[src/rtl/video_pkg.sv]
// Shared video timing constants and the port-scheduler state type.
package video_pkg;

  // 1280x720@60 raster
  localparam int DEF_ACTIVE_H_PIXELS = 1280;
  localparam int DEF_ACTIVE_LINES    = 720;
  localparam int DEF_TOTAL_PIXELS    = 1650;
  localparam int DEF_TOTAL_LINES     = 750;

  // Frame-buffer memory port
  localparam int DEF_PIX_PER_WORD    = 4;
  localparam int DEF_DATA_W          = 64;
  localparam int DEF_ADDR_W          = 18;
  localparam int DEF_MEM_LATENCY     = 2;
  localparam int DEF_WR_SLOT         = 4;

  typedef enum logic [1:0] {
    IDLE,
    FETCH,
    DRAIN
  } fbs_state_t;

endpackage

[src/rtl/rd_valid_pipe.sv]
// Shift register of {valid, word index} that tracks memory reads in flight,
// so each returning word can be steered to its line-buffer slot.
module rd_valid_pipe #(
  parameter int DEPTH = 2,
  parameter int IDX_W = 9
) (
  input  logic             pixel_clk_in,
  input  logic             rst_n_in,
  input  logic             flush_in,
  input  logic             issue_valid_in,
  input  logic [IDX_W-1:0] issue_idx_in,
  output logic             ret_valid_out,
  output logic [IDX_W-1:0] ret_idx_out
);

  logic             valid_reg [DEPTH];
  logic [IDX_W-1:0] idx_reg   [DEPTH];

  genvar gi;
  generate
    for (gi = 0; gi < DEPTH; gi++) begin : g_stage
      logic             valid_d;
      logic [IDX_W-1:0] idx_d;

      if (gi == 0) begin : g_head
        assign valid_d = issue_valid_in;
        assign idx_d   = issue_idx_in;
      end else begin : g_body
        assign valid_d = valid_reg[gi-1];
        assign idx_d   = idx_reg[gi-1];
      end

      // Advance one stage per clock; a flush kills every read still in flight.
      always_ff @(posedge pixel_clk_in) begin
        if (!rst_n_in || flush_in) begin
          valid_reg[gi] <= 1'b0;
          idx_reg[gi]   <= '0;
        end else begin
          valid_reg[gi] <= valid_d;
          idx_reg[gi]   <= idx_d;
        end
      end
    end
  endgenerate

  assign ret_valid_out = valid_reg[DEPTH-1];
  assign ret_idx_out   = idx_reg[DEPTH-1];

endmodule

[src/rtl/fb_port_scheduler.sv]
// Shares the single frame-buffer port between the display line prefetcher
// and one pixel writer. Each line start kicks off a fetch of the next
// displayed line into the idle line-buffer bank; the writer gets every
// WR_SLOT-th cycle during a fetch and the whole port otherwise.
module fb_port_scheduler
  import video_pkg::*;
#(
  parameter int ACTIVE_H_PIXELS = DEF_ACTIVE_H_PIXELS,
  parameter int ACTIVE_LINES    = DEF_ACTIVE_LINES,
  parameter int TOTAL_PIXELS    = DEF_TOTAL_PIXELS,
  parameter int TOTAL_LINES     = DEF_TOTAL_LINES,
  parameter int PIX_PER_WORD    = DEF_PIX_PER_WORD,
  parameter int DATA_W          = DEF_DATA_W,
  parameter int ADDR_W          = DEF_ADDR_W,
  parameter int MEM_LATENCY     = DEF_MEM_LATENCY,
  parameter int WR_SLOT         = DEF_WR_SLOT,
  localparam int WORDS          = ACTIVE_H_PIXELS / PIX_PER_WORD,
  localparam int LB_AW          = $clog2(WORDS),
  localparam int H_W            = $clog2(TOTAL_PIXELS),
  localparam int V_W            = $clog2(TOTAL_LINES)
) (
  input  logic              pixel_clk_in,
  input  logic              rst_n_in,
  input  logic [H_W-1:0]    hcount_in,
  input  logic [V_W-1:0]    vcount_in,
  input  logic              wr_req_in,
  input  logic [ADDR_W-1:0] wr_addr_in,
  input  logic [DATA_W-1:0] wr_data_in,
  output logic              wr_ack_out,
  output logic              mem_en_out,
  output logic              mem_we_out,
  output logic [ADDR_W-1:0] mem_addr_out,
  output logic [DATA_W-1:0] mem_wdata_out,
  input  logic [DATA_W-1:0] mem_rdata_in,
  output logic              lb_we_out,
  output logic              lb_bank_out,
  output logic [LB_AW-1:0]  lb_waddr_out,
  output logic [DATA_W-1:0] lb_wdata_out,
  output logic              underrun_out
);

  localparam int SLOT_W = (WR_SLOT > 1) ? $clog2(WR_SLOT) : 1;
  localparam int LAT_W  = (MEM_LATENCY > 1) ? $clog2(MEM_LATENCY) : 1;

  fbs_state_t        state_reg, state_next;
  logic [LB_AW-1:0]  word_idx_reg, word_idx_next;
  logic [SLOT_W-1:0] slot_cnt_reg, slot_cnt_next;
  logic [LAT_W-1:0]  drain_cnt_reg, drain_cnt_next;
  logic              bank_reg, bank_next;
  logic [ADDR_W-1:0] line_base_reg, line_base_next;

  logic [V_W-1:0]    next_line;
  logic [ADDR_W-1:0] next_base;
  logic              line_start;
  logic              fetch_ok;
  logic              underrun;
  logic              grant_wr;
  logic              issue_rd;
  logic              act_wr;
  logic              act_rd;
  logic              ret_valid;
  logic [LB_AW-1:0]  ret_idx;

  // Line to prefetch: the one after the current line, wrapping at frame end.
  assign next_line  = (vcount_in == V_W'(TOTAL_LINES - 1)) ? '0 : vcount_in + 1'b1;
  assign next_base  = ADDR_W'(next_line) * ADDR_W'(WORDS);
  assign line_start = (hcount_in == '0);
  assign fetch_ok   = (next_line < V_W'(ACTIVE_LINES));
  assign underrun   = line_start && (state_reg != IDLE);

  // State and counter registers.
  always_ff @(posedge pixel_clk_in) begin
    if (!rst_n_in) begin
      state_reg     <= IDLE;
      word_idx_reg  <= '0;
      slot_cnt_reg  <= '0;
      drain_cnt_reg <= '0;
      bank_reg      <= 1'b0;
      line_base_reg <= '0;
    end else begin
      state_reg     <= state_next;
      word_idx_reg  <= word_idx_next;
      slot_cnt_reg  <= slot_cnt_next;
      drain_cnt_reg <= drain_cnt_next;
      bank_reg      <= bank_next;
      line_base_reg <= line_base_next;
    end
  end

  // Port arbitration and next-state; a line start always re-arms the fetch.
  always_comb begin
    state_next     = state_reg;
    word_idx_next  = word_idx_reg;
    slot_cnt_next  = slot_cnt_reg;
    drain_cnt_next = drain_cnt_reg;
    bank_next      = bank_reg;
    line_base_next = line_base_reg;
    grant_wr       = 1'b0;
    issue_rd       = 1'b0;

    case (state_reg)
      IDLE: begin
        grant_wr = wr_req_in;
      end
      FETCH: begin
        if (line_start) begin
          // Abandoned fetch: the port is free this cycle, so let the writer have it.
          grant_wr = wr_req_in;
        end else begin
          if ((slot_cnt_reg == SLOT_W'(WR_SLOT - 1)) && wr_req_in) begin
            grant_wr = 1'b1;
          end else begin
            issue_rd = 1'b1;
          end
          slot_cnt_next = (slot_cnt_reg == SLOT_W'(WR_SLOT - 1)) ? '0 : slot_cnt_reg + 1'b1;
          if (issue_rd) begin
            if (word_idx_reg == LB_AW'(WORDS - 1)) begin
              state_next     = DRAIN;
              drain_cnt_next = '0;
            end else begin
              word_idx_next = word_idx_reg + 1'b1;
            end
          end
        end
      end
      DRAIN: begin
        grant_wr = wr_req_in;
        if (drain_cnt_reg == LAT_W'(MEM_LATENCY - 1)) begin
          state_next = IDLE;
        end else begin
          drain_cnt_next = drain_cnt_reg + 1'b1;
        end
      end
      default: begin
        state_next = IDLE;
      end
    endcase

    if (line_start) begin
      if (fetch_ok) begin
        state_next     = FETCH;
        bank_next      = ~bank_reg;
        word_idx_next  = '0;
        slot_cnt_next  = '0;
        line_base_next = next_base;
      end else begin
        state_next = IDLE;
      end
    end
  end

  // Nothing reaches the memory or line buffer while reset is asserted.
  assign act_wr = rst_n_in && grant_wr;
  assign act_rd = rst_n_in && issue_rd;

  assign wr_ack_out    = act_wr;
  assign mem_en_out    = act_wr || act_rd;
  assign mem_we_out    = act_wr;
  assign mem_addr_out  = act_wr ? wr_addr_in :
                         act_rd ? (line_base_reg + ADDR_W'(word_idx_reg)) : '0;
  assign mem_wdata_out = act_wr ? wr_data_in : '0;
  assign underrun_out  = rst_n_in && underrun;
  assign lb_bank_out   = bank_reg;

  rd_valid_pipe #(
    .DEPTH (MEM_LATENCY),
    .IDX_W (LB_AW)
  ) u_rd_valid_pipe (
    .pixel_clk_in   (pixel_clk_in),
    .rst_n_in       (rst_n_in),
    .flush_in       (underrun),
    .issue_valid_in (act_rd),
    .issue_idx_in   (word_idx_reg),
    .ret_valid_out  (ret_valid),
    .ret_idx_out    (ret_idx)
  );

  // A word returning in the underrun cycle belongs to the abandoned line.
  assign lb_we_out    = rst_n_in && ret_valid && !underrun;
  assign lb_waddr_out = lb_we_out ? ret_idx : '0;
  assign lb_wdata_out = lb_we_out ? mem_rdata_in : '0;

endmodule

[config.mk]
export PLATFORM = sky130hd
export DESIGN_NAME = fb_port_scheduler
export DESIGN_NICKNAME = d
export VERILOG_FILES = /design/src/rtl/video_pkg.sv /design/src/rtl/rd_valid_pipe.sv /design/src/rtl/fb_port_scheduler.sv
export SDC_FILE = /design/constraint.sdc
export NUM_CORES = 1
export LEC_CHECK = 0
export CORE_AREA = 4 4 126 128
export CTS_CLUSTER_DIAMETER = 30
export DETAILED_ROUTE_END_ITERATION = 16
export DIE_AREA = 0 0 130 132
export PLACE_DENSITY = 0.74
export RECOVER_POWER = 25
export SYNTH_ARGS = -nofsm -noshare
export SYNTH_HDL_FRONTEND = slang
export SYNTH_SLANG_ARGS = --single-unit
export TNS_END_PERCENT = 30
[constraint.sdc]
create_clock -name pixel_clk_in -period 4.95 [get_ports pixel_clk_in]
set_input_delay 0.99 -clock pixel_clk_in [delete_from_list [all_inputs] [get_ports pixel_clk_in]]
set_output_delay 0.99 -clock pixel_clk_in [all_outputs]
set_load 0.05 [all_outputs]
### After elaboration in Yosys (flattened, before gate mapping)

Memories as Yosys holds them, arrays and structs flattened.
Index checks and enable logic that the tools add are counted.

* bits of input ports: 170
* RAM bits: 20
* output and inout bits: 161
* memories kept: 2
* word-level logic and storage cells: 94
* bits in registers: 27

* order comparisons: 1
* bitwise gates (word level): 5
* $mul: 1
* equal/unequal tests: 12
* add/sub/neg operators: 5
* mux-type cells: 43
* reductions and logical operators: 19

Memories
* u_rd_valid_pipe.idx_reg: words 2, width 9, rd ports 2, clocked after memory_dff 0, write ports 2, line rd_valid_pipe.sv:17 `logic [IDX_W-1:0] idx_reg [DEPTH];`
* u_rd_valid_pipe.valid_reg: words 2, width 1, rd ports 2, clocked after memory_dff 0, write ports 2, line rd_valid_pipe.sv:16 `logic valid_reg [DEPTH];`

Operators by type and width (number)
* 64-bit 2-to-1 mux: 2
* 9-bit 2-to-1 mux: 9
* 18-bit 2-to-1 mux: 2
* 18-bit by 9-bit adder with 18-bit output: 1
* 2-bit 2-to-1 mux: 9
* 1-bit 2-to-1 mux: 17
* 10-bit by 3-bit multiplier with 12-bit output, second input constant: 1
* 11-bit zero test: 1
* 10-bit by 1-bit adder with 10-bit output, second input constant: 1
* 10-bit equality test, second input constant: 1
* 10-bit less-than comparator, second input constant: 1
* 10-bit 2-to-1 mux: 1
* 9-bit by 1-bit adder with 9-bit output, second input constant: 1
* 9-bit equality test, second input constant: 1
* 3-bit inequality test, second input constant: 3
* 2-bit inequality test, second input constant: 4
* 4-bit AND reduction: 2
* 1-bit logical AND: 7
* 2-bit case mux with 3 select lines: 1
* 2-bit equality test, second input constant: 2
* 1-bit bitwise OR: 4
* 1-bit case mux with 2 select lines: 2
* 2-bit nonzero test: 2
* 2-bit by 1-bit adder with 2-bit output, second input constant: 1
* 8 further kinds: 10

### Longest topological paths before layout

Gate-level depths: netlist of the first run.

* depth after elaboration: 10
* depth in mapped cells: 16
* gate-level depth less buffers: 15

### Cells and area by module

From an unflattened synthesis of the first run, not the netlist that was laid out.

* cell total of the unflattened synthesis: 493
* area total of the unflattened synthesis: 3898.7 µm²

Modules (own cells, without submodules)
* fb_port_scheduler: instances 1, area an instance 3290.7 µm², seq. area each 540.5 µm², cells an instance 449
* rd_valid_pipe: instances 1, area an instance 608.1 µm², seq. area each 400.4 µm², cells an instance 44

### Worst setup path after synthesis of the first run

Ideal clock, no wire load.

* kind: input-to-output
* start point: in hcount_in[1]
* end point: out mem_wdata_out[54]
* stages: 7
* buffers on the path: 1
* arrival: 3.139 ns
* setup slack: 0.821 ns
* required time: 3.960 ns
* cells stage by stage: nor4_1 -> and3_1 -> nor2_1 -> o21ai_0 -> and3_1 -> clkbuf_1 -> and2_1

* longest elaborated chain between the ends: 5

RTL lines
* start: declaration: line fb_port_scheduler.sv:24 `input logic [H_W-1:0] hcount_in,`
* 11-bit zero test: line fb_port_scheduler.sv:67 `assign line_start = (hcount_in == '0);`
* 1-bit 2-to-1 mux: line fb_port_scheduler.sv:106 `if (line_start) begin`
* 1-bit case mux with 2 select lines: line fb_port_scheduler.sv:101 `case (state_reg)`
* 1-bit logical AND: line fb_port_scheduler.sv:153 `assign act_wr = rst_n_in && grant_wr;`
* named net mem_we_out: line fb_port_scheduler.sv:31 `output logic mem_we_out,`
* 64-bit 2-to-1 mux: line fb_port_scheduler.sv:161 `assign mem_wdata_out = act_wr ? wr_data_in : '0;`
* end: declaration: line fb_port_scheduler.sv:33 `output logic [DATA_W-1:0] mem_wdata_out,`

The timed path passes the listed nets, and every way through them passes these cells.

### Final worst setup path of the first run

* start point: in hcount_in[6]
* end point: out mem_addr_out[16]

* longest elaborated chain between the ends: 6
* elaborated cells on any way between the ends: 9
* those cells by class: 6 x mux; 3 x reduce/logical

RTL lines
* 11-bit zero test *: line fb_port_scheduler.sv:67
* 1-bit 2-to-1 mux: line fb_port_scheduler.sv:106
* 1-bit 2-to-1 mux: line fb_port_scheduler.sv:101
* 1-bit logical AND: line fb_port_scheduler.sv:154 `assign act_rd = rst_n_in && issue_rd;`
* 18-bit 2-to-1 mux: line fb_port_scheduler.sv:160 `act_rd ? (line_base_reg + ADDR_W'(word_idx_reg)) : '0;`
* 18-bit 2-to-1 mux *: line fb_port_scheduler.sv:159 `assign mem_addr_out = act_wr ? wr_addr_in :`
* end: declaration: line fb_port_scheduler.sv:32 `output logic [ADDR_W-1:0] mem_addr_out,`

Mark *: on every way between the ends. The rest lies on a longest branch, timed or not.

==> results of run 1 <==
-- cells in the mapped netlist, drive strengths merged (2+ instances only) --
| cell | number | area (µm²) |
|---|---|---|
| and2 | 86 | 538 |
| and3 | 78 | 488 |
| dfxtp | 47 | 941 |
| nand2 | 39 | 149 |
| nor2 | 33 | 124 |
| clkbuf | 28 | 105 |
| a21oi | 22 | 118 |
| ha | 20 | 250 |
| xor2 | 19 | 166 |
| a22o | 18 | 158 |
| inv | 14 | 52.6 |
| xnor2 | 10 | 87.6 |
| buf | 9 | 67.6 |
| nand3 | 9 | 50.1 |
| nand4 | 7 | 43.8 |
| or3 | 7 | 43.8 |
| nor4 | 6 | 52.6 |
| nand2b | 5 | 31.3 |
| a21o | 4 | 30.0 |
| a31oi | 4 | 25.0 |
| nor3 | 4 | 20.0 |
| o21ai | 4 | 20.0 |
| nor3b | 3 | 27.5 |
| o31a | 3 | 26.3 |
| and4 | 2 | 17.5 |
| fa | 2 | 40.0 |
| mux2i | 2 | 20.0 |
| nand4b | 2 | 17.5 |
| nor2b | 2 | 12.5 |
| o311a | 2 | 31.3 |
| o31ai | 2 | 15.0 |
| o32ai | 2 | 55.1 |
-- power breakdown --
part | leakage, µW | switching, µW | internal [µW]
Clock | 0.0000844 | 143 | 241
Combinational | 0.00305 | 236 | 270
Sequential | 0.000379 | 0.0691 | 378
-- cells by family after synthesis --
logic type / after synthesis / share of synthesized area (%)
multiplexers: 2 / 0.506
AO/OA/AOI/OAI: 69 / 14.5
flip-flops: 47 / 23.8
XOR/XNOR: 29 / 6.42
adder cells (fa/ha/maj): 22 / 7.34
AND/OR/NAND/NOR: 287 / 41.7
buffers and inverters: 52 / 5.79
-- cell type report --
class / instances / area, µm²
multi-input cells: 409 / 2760
inverters: 15 / 56.3
diodes: 2 / 5.00
fillers: 1362 / 6730
repair buffers: 335 / 3960
flip-flops and latches: 47 / 942
clock buffers: 5 / 125
clock inverters: 3 / 47.5
well taps: 188 / 235
-- final timing paths --
path                                 start  slack, ns                             to  cells after the start
max                           hcount_in[6]       0.27               mem_addr_out[16]                      8
min          u_rd_valid_pipe.idx_reg[0][3]       0.42  u_rd_valid_pipe.idx_reg[1][3]                      1
max reg2reg                word_idx_reg[0]       3.05                word_idx_reg[3]                      7
min reg2reg  u_rd_valid_pipe.idx_reg[0][3]       0.42  u_rd_valid_pipe.idx_reg[1][3]                      1
-- layer usage --
| layer | vias to the layer above | routed length, µm | global-route usage [%] | share of wire, % |
|---|---|---|---|---|
| met3 | 36 | 2020 | 9.48 | 11 |
| met5 | - | 164 | 0 | 0.93 |
| met4 | 26 | 226 | 2.42 | 1.3 |
| met1 | 2083 | 6170 | 19.8 | 35 |
| met2 | 183 | 9140 | 35.5 | 52 |
| li1 | 2375 | - | - | - |
-- through the flow --
step	instances	power (µW)	util [%]	cell area (µm²)
after floorplan	508	619	-	3960
after detailed placement	994	897	53.8	8000
after global placement	994	894	53.8	8000
after global routing	1004	1330	54.7	8130
final	1004	1270	54.7	8130
after CTS	1002	1280	55.0	8170
==> flow_results.xml, run 1 <==
<?xml version="1.0" encoding="UTF-8"?>
<metrics>
  <group name="outcome">
    <metric name="status" unit="">finished, violations left</metric>
    <metric name="violations" unit="">capacitance limit, slew limit</metric>
  </group>
  <group name="final_layout">
    <metric name="max_reg_flops" unit="">18</metric>
    <metric name="area_growth" unit="%">106</metric>
    <metric name="layout.cells.most_common_list" unit="">sky130_fd_sc_hd__clkdlybuf4s50_1, sky130_fd_sc_hd__and2_1, sky130_fd_sc_hd__and3_1, sky130_fd_sc_hd__buf_12, sky130_fd_sc_hd__dfxtp_1</metric>
    <metric name="drive_above_1_share" unit="%">13.5</metric>
    <metric name="final_common_cell" unit="">sky130_fd_sc_hd__clkdlybuf4s50_1</metric>
    <metric name="final_nets" unit="">1005</metric>
  </group>
  <group name="logic_synthesis">
    <metric name="synth_async_sr_flop_share" unit="%">0</metric>
    <metric name="synth_enable_flop_cells" unit="">0</metric>
    <metric name="ys_seq_area_share" unit="%">23.8</metric>
    <metric name="post_synthesis_instance_area" unit="µm²">3960</metric>
    <metric name="synth_ff_type" unit="">sky130_fd_sc_hd__dfxtp_1</metric>
    <metric name="post_synth_inst_count" unit="">508</metric>
    <metric name="mapped_avg_cell_area" unit="µm²">7.79</metric>
    <metric name="ys_types" unit="">53</metric>
    <metric name="synth-warning-count" unit="">0</metric>
    <metric name="synth_nets" unit="">700</metric>
    <metric name="number_of_synthesized_register_bits" unit="">47</metric>
  </group>
  <group name="die">
    <metric name="die_x" unit="µm">130</metric>
    <metric name="initial_utilization" unit="%">26.6</metric>
    <metric name="top_level_pins" unit="">331</metric>
    <metric name="design.core.area" unit="µm²">14900</metric>
    <metric name="dieHeight" unit="µm">132</metric>
    <metric name="floorplan.rows" unit="">45</metric>
    <metric name="die_area" unit="µm²">17200</metric>
  </group>
  <group name="global_routing">
    <metric name="grt_pass1_vias" unit="">4331</metric>
    <metric name="grt_first_pass_wirelength" unit="µm">25500</metric>
    <metric name="grt_start_max_net_pins" unit="">86</metric>
    <metric name="grt_use_total" unit="%">19.2</metric>
    <metric name="initial_antenna_violation_count" unit="">15</metric>
    <metric name="grt_overflow" unit="">0</metric>
  </group>
  <group name="timing">
    <metric name="finalCriticalPeriod" unit="ns">4.68</metric>
    <metric name="worst_pin_slew" unit="ns">1.86</metric>
    <metric name="timing.final.hold_violations" unit="">0</metric>
    <metric name="fin_ws" unit="ns">0.272</metric>
    <metric name="grt_setup_unrepaired" unit="">false</metric>
    <metric name="drv_slew" unit="">16</metric>
    <metric name="slew_headroom" unit="%">-25.7</metric>
    <metric name="min_period_over_period" unit="%">94.5</metric>
    <metric name="timing.setup.tns" unit="ns">0</metric>
    <metric name="fin_hold_ws" unit="ns">0.424</metric>
    <metric name="achievable-frequency" unit="GHz">0.214</metric>
    <metric name="finClkSkew" unit="ns">0.00341</metric>
    <metric name="setup-violations-final" unit="">0</metric>
  </group>
  <group name="drt">
    <metric name="drt-wirelength-per-cell" unit="µm">17.7</metric>
    <metric name="routed_wl" unit="µm">17700</metric>
    <metric name="route.vias.total" unit="">4703</metric>
    <metric name="viasPerCell" unit="">4.68</metric>
    <metric name="first_pass_iters" unit="">4</metric>
    <metric name="detail-route-antenna-nets" unit="">0</metric>
    <metric name="detailedRoute.firstIterationViolations" unit="">233</metric>
    <metric name="detail_route.drc_violations" unit="">0</metric>
  </group>
  <group name="place">
    <metric name="place_ws" unit="ns">0.301</metric>
    <metric name="place_congestion" unit="">0.929</metric>
    <metric name="buffer_ports.inserted" unit="">330</metric>
    <metric name="detailedPlacementHpwl" unit="µm">15400</metric>
  </group>
  <group name="cts">
    <metric name="cts-buffers-inserted" unit="">5</metric>
    <metric name="clkLatencyLatePin" unit="ns">0.28</metric>
    <metric name="cts_repair_resize_count" unit="">0</metric>
    <metric name="cts.hold.buffers_added" unit="">0</metric>
    <metric name="cts.clk_slew.worst_paths" unit="ns">0.07</metric>
    <metric name="cts_tree" unit="">built</metric>
    <metric name="cts_root_buffer" unit="">sky130_fd_sc_hd__clkbuf_16</metric>
    <metric name="clock_sinks" unit="">47</metric>
    <metric name="max-clock-path-buffers" unit="">2</metric>
    <metric name="postCtsSetupBuffers" unit="">0</metric>
    <metric name="cts.htree.levels" unit="">2</metric>
  </group>
  <group name="critical_path">
    <metric name="cp_slowest_stage_delay" unit="ns">0.51</metric>
    <metric name="cp_num_buf_inv" unit="">3</metric>
    <metric name="critPathLaunchType" unit="">input pin</metric>
    <metric name="worst-endpoint-arrival" unit="ns">3.69</metric>
    <metric name="critical_path.cell_chain" unit="">clkdlybuf4s50_1 -&gt; nor4_1 -&gt; a311o_1 -&gt; a21oi_1 -&gt; nand2_1 -&gt; clkinv_1 -&gt; a22o_1 -&gt; buf_12</metric>
    <metric name="crit_type" unit="">in2out</metric>
    <metric name="endpoint_kind_of_the_worst_setup_timing_path" unit="">output port</metric>
    <metric name="cp_top_family" unit="">buffers and inverters</metric>
    <metric name="crit_slowest_cell" unit="">sky130_fd_sc_hd__clkinv_1</metric>
    <metric name="critical_path_peak_fanout" unit="">19</metric>
    <metric name="worst-endpoint-required" unit="ns">3.96</metric>
  </group>
  <group name="power">
    <metric name="power-per-cell-area" unit="nW/µm²">156</metric>
    <metric name="power.leakage" unit="µW">0.00352</metric>
    <metric name="ir_drop" unit="mV">0.132</metric>
  </group>
  <group name="min_path">
    <metric name="hold_path_class" unit="">reg2reg</metric>
  </group>
  <group name="flow_run">
    <metric name="max-cap-violations" unit="">1</metric>
  </group>
</metrics>
Power figures use the tool's default switching activity.
==> run 2: changes to the inputs <==
SKIP_CTS_REPAIR_TIMING = 1   (was not set)
clock period = 4.4 ns   (was 4.95 ns; I/O delays follow)
==> flow_results.xml, run 2 (synthesized netlist as in run 1, its figures left out) <==
<?xml version="1.0" encoding="UTF-8"?>
<metrics>
  <group name="die">
    <metric name="dieHeight" unit="µm">132</metric>
    <metric name="die_area" unit="µm²">17200</metric>
    <metric name="top_level_pins" unit="">331</metric>
    <metric name="floorplan.rows" unit="">45</metric>
    <metric name="initial_utilization" unit="%">26.6</metric>
    <metric name="die_x" unit="µm">130</metric>
    <metric name="design.core.area" unit="µm²">14900</metric>
  </group>
  <group name="final_layout">
    <metric name="layout.cells.most_common_list" unit="">sky130_fd_sc_hd__clkdlybuf4s50_1, sky130_fd_sc_hd__buf_4, sky130_fd_sc_hd__and2_1, sky130_fd_sc_hd__buf_12, sky130_fd_sc_hd__and3_1</metric>
    <metric name="stdcell_area" unit="µm²">8160</metric>
    <metric name="finalCoreUtilization" unit="%">54.9</metric>
    <metric name="max_reg_flops" unit="">18</metric>
    <metric name="area_growth" unit="%">106</metric>
    <metric name="drive_above_1_share" unit="%">22.8</metric>
    <metric name="final_nets" unit="">1014</metric>
    <metric name="final_common_cell" unit="">sky130_fd_sc_hd__clkdlybuf4s50_1</metric>
  </group>
  <group name="critical_path">
    <metric name="critPathLaunchType" unit="">input pin</metric>
    <metric name="critical_path_peak_fanout" unit="">19</metric>
    <metric name="cp_slowest_stage_delay" unit="ns">0.45</metric>
    <metric name="critical_path.cell_chain" unit="">clkdlybuf4s50_1 -&gt; nor4_1 -&gt; a311o_1 -&gt; a21oi_1 -&gt; clkbuf_1 -&gt; nand2_1 -&gt; clkinv_1 -&gt; buf_4 -&gt; a22o_1 -&gt; buf_12</metric>
    <metric name="endpoint_kind_of_the_worst_setup_timing_path" unit="">output port</metric>
    <metric name="worst-endpoint-arrival" unit="ns">3.21</metric>
    <metric name="crit_type" unit="">in2out</metric>
    <metric name="worst-endpoint-required" unit="ns">3.52</metric>
    <metric name="cp_num_buf_inv" unit="">5</metric>
    <metric name="crit_slowest_cell" unit="">sky130_fd_sc_hd__nor4_1</metric>
    <metric name="cp_top_family" unit="">buffers and inverters</metric>
  </group>
  <group name="power">
    <metric name="total_switching_power" unit="µW">433</metric>
    <metric name="combinationalPowerShare" unit="%">40.7</metric>
    <metric name="internal_power" unit="µW">1010</metric>
    <metric name="netSwitchingFraction" unit="%">29.9</metric>
    <metric name="power.leakage" unit="µW">0.00372</metric>
    <metric name="power.share.clock" unit="%">29.9</metric>
    <metric name="ir_drop" unit="mV">0.137</metric>
    <metric name="power_frac_seq" unit="%">29.4</metric>
    <metric name="power-per-cell-area" unit="nW/µm²">177</metric>
  </group>
  <group name="outcome">
    <metric name="status" unit="">finished clean</metric>
  </group>
  <group name="global_routing">
    <metric name="grt_start_max_net_pins" unit="">75</metric>
    <metric name="grt_first_pass_wirelength" unit="µm">24900</metric>
    <metric name="top_usage_layer" unit="">met2</metric>
    <metric name="grtUsageMet1" unit="%">19.1</metric>
    <metric name="initial_antenna_violation_count" unit="">13</metric>
    <metric name="grt_use_total" unit="%">18.9</metric>
    <metric name="grt_pass1_vias" unit="">4325</metric>
    <metric name="met2_grt_util" unit="%">35.2</metric>
    <metric name="grt_overflow" unit="">0</metric>
    <metric name="use_met3" unit="%">9.12</metric>
  </group>
  <group name="timing">
    <metric name="finClkSkew" unit="ns">0.00369</metric>
    <metric name="fin_hold_ws" unit="ns">0.424</metric>
    <metric name="timing.final.hold_violations" unit="">0</metric>
    <metric name="setup-violations-final" unit="">0</metric>
    <metric name="drv_slew" unit="">0</metric>
    <metric name="min_period_over_period" unit="%">92.9</metric>
    <metric name="slew_headroom" unit="%">7.00</metric>
    <metric name="timing.setup.tns" unit="ns">0</metric>
    <metric name="worst_pin_slew" unit="ns">1.37</metric>
    <metric name="grt_setup_unrepaired" unit="">false</metric>
    <metric name="achievable-frequency" unit="GHz">0.245</metric>
    <metric name="finalCriticalPeriod" unit="ns">4.09</metric>
  </group>
  <group name="place">
    <metric name="buffer_ports.inserted" unit="">330</metric>
    <metric name="place_congestion" unit="">0.854</metric>
    <metric name="detailedPlacementHpwl" unit="µm">15500</metric>
    <metric name="placed_area" unit="µm²">8040</metric>
  </group>
  <group name="drt">
    <metric name="detail-route-antenna-nets" unit="">0</metric>
    <metric name="drt-wirelength-per-cell" unit="µm">17.5</metric>
    <metric name="routed_wl" unit="µm">17700</metric>
    <metric name="detail_route.drc_violations" unit="">0</metric>
    <metric name="route.vias.total" unit="">4682</metric>
    <metric name="viasPerCell" unit="">4.62</metric>
    <metric name="first_pass_iters" unit="">4</metric>
    <metric name="detailedRoute.firstIterationViolations" unit="">162</metric>
  </group>
  <group name="cts">
    <metric name="cts_tree" unit="">built</metric>
    <metric name="max-clock-path-buffers" unit="">2</metric>
    <metric name="clock_sinks" unit="">47</metric>
    <metric name="cts-buffers-inserted" unit="">5</metric>
    <metric name="cts.htree.levels" unit="">2</metric>
    <metric name="cts.clk_slew.worst_paths" unit="ns">0.06</metric>
    <metric name="clkLatencyLatePin" unit="ns">0.29</metric>
    <metric name="cts_root_buffer" unit="">sky130_fd_sc_hd__clkbuf_16</metric>
  </group>
  <group name="flow_run">
    <metric name="max-cap-violations" unit="">0</metric>
  </group>
  <group name="min_path">
    <metric name="hold_path_class" unit="">reg2reg</metric>
  </group>
</metrics>
-- run 2: cell type report --
type | count | area (µm²)
clock buffer | 5 | 125
timing repair buffer | 344 | 3980
multi-input combinational | 409 | 2770
antenna | 2 | 5.00
inverter | 15 | 56.3
sequential | 47 | 942
fill | 1352 | 6700
clock inverter | 3 | 47.5
tap | 188 | 235
-- run 2: power by group through the flow --
stage | combinational (µW) | sequential (µW) | clock (µW)
4_1_cts | 596 | 425 | 444
6_report | 589 | 425 | 433
3_5_place_dp | 594 | 435 | 0
5_1_grt | 623 | 425 | 457
3_3_place_gp | 588 | 435 | 0
2_1_floorplan | 261 | 435 | 0
-- run 2: worst paths after layout --
check | start | to | slack (ns) | cells after the start
worst max-delay path | hcount_in[6] | mem_addr_out[16] | 0.31 | 10
worst min-delay path | u_rd_valid_pipe.idx_reg[0][7] | u_rd_valid_pipe.idx_reg[1][7] | 0.42 | 1
worst max register to register | word_idx_reg[0] | word_idx_reg[4] | 2.46 | 7
worst min register to register | u_rd_valid_pipe.idx_reg[0][7] | u_rd_valid_pipe.idx_reg[1][7] | 0.42 | 1
-- run 2: through the flow --
stage / worst slack, ns / power, µW / std cells
global placement: 0.304 / 1020 / 1003
floorplan: 0.491 / 696 / 508
detailed placement: 0.229 / 1030 / 1003
CTS: 0.401 / 1460 / 1011
global route: 0.0947 / 1510 / 1013
finish: 0.312 / 1450 / 1013
-- run 2: layer usage --
metal | routed length [µm] | share of wire [%]
met2 | 9110 | 51
met3 | 2130 | 12
met1 | 6060 | 34
met4 | 291 | 1.6
met5 | 146 | 0.82
==> run 3: changes to the inputs <==
HOLD_SLACK_MARGIN = 0.1   (was not set)
==> results of run 3 <==
No change in the layout: final DEF, timing and power equal those of run 2.
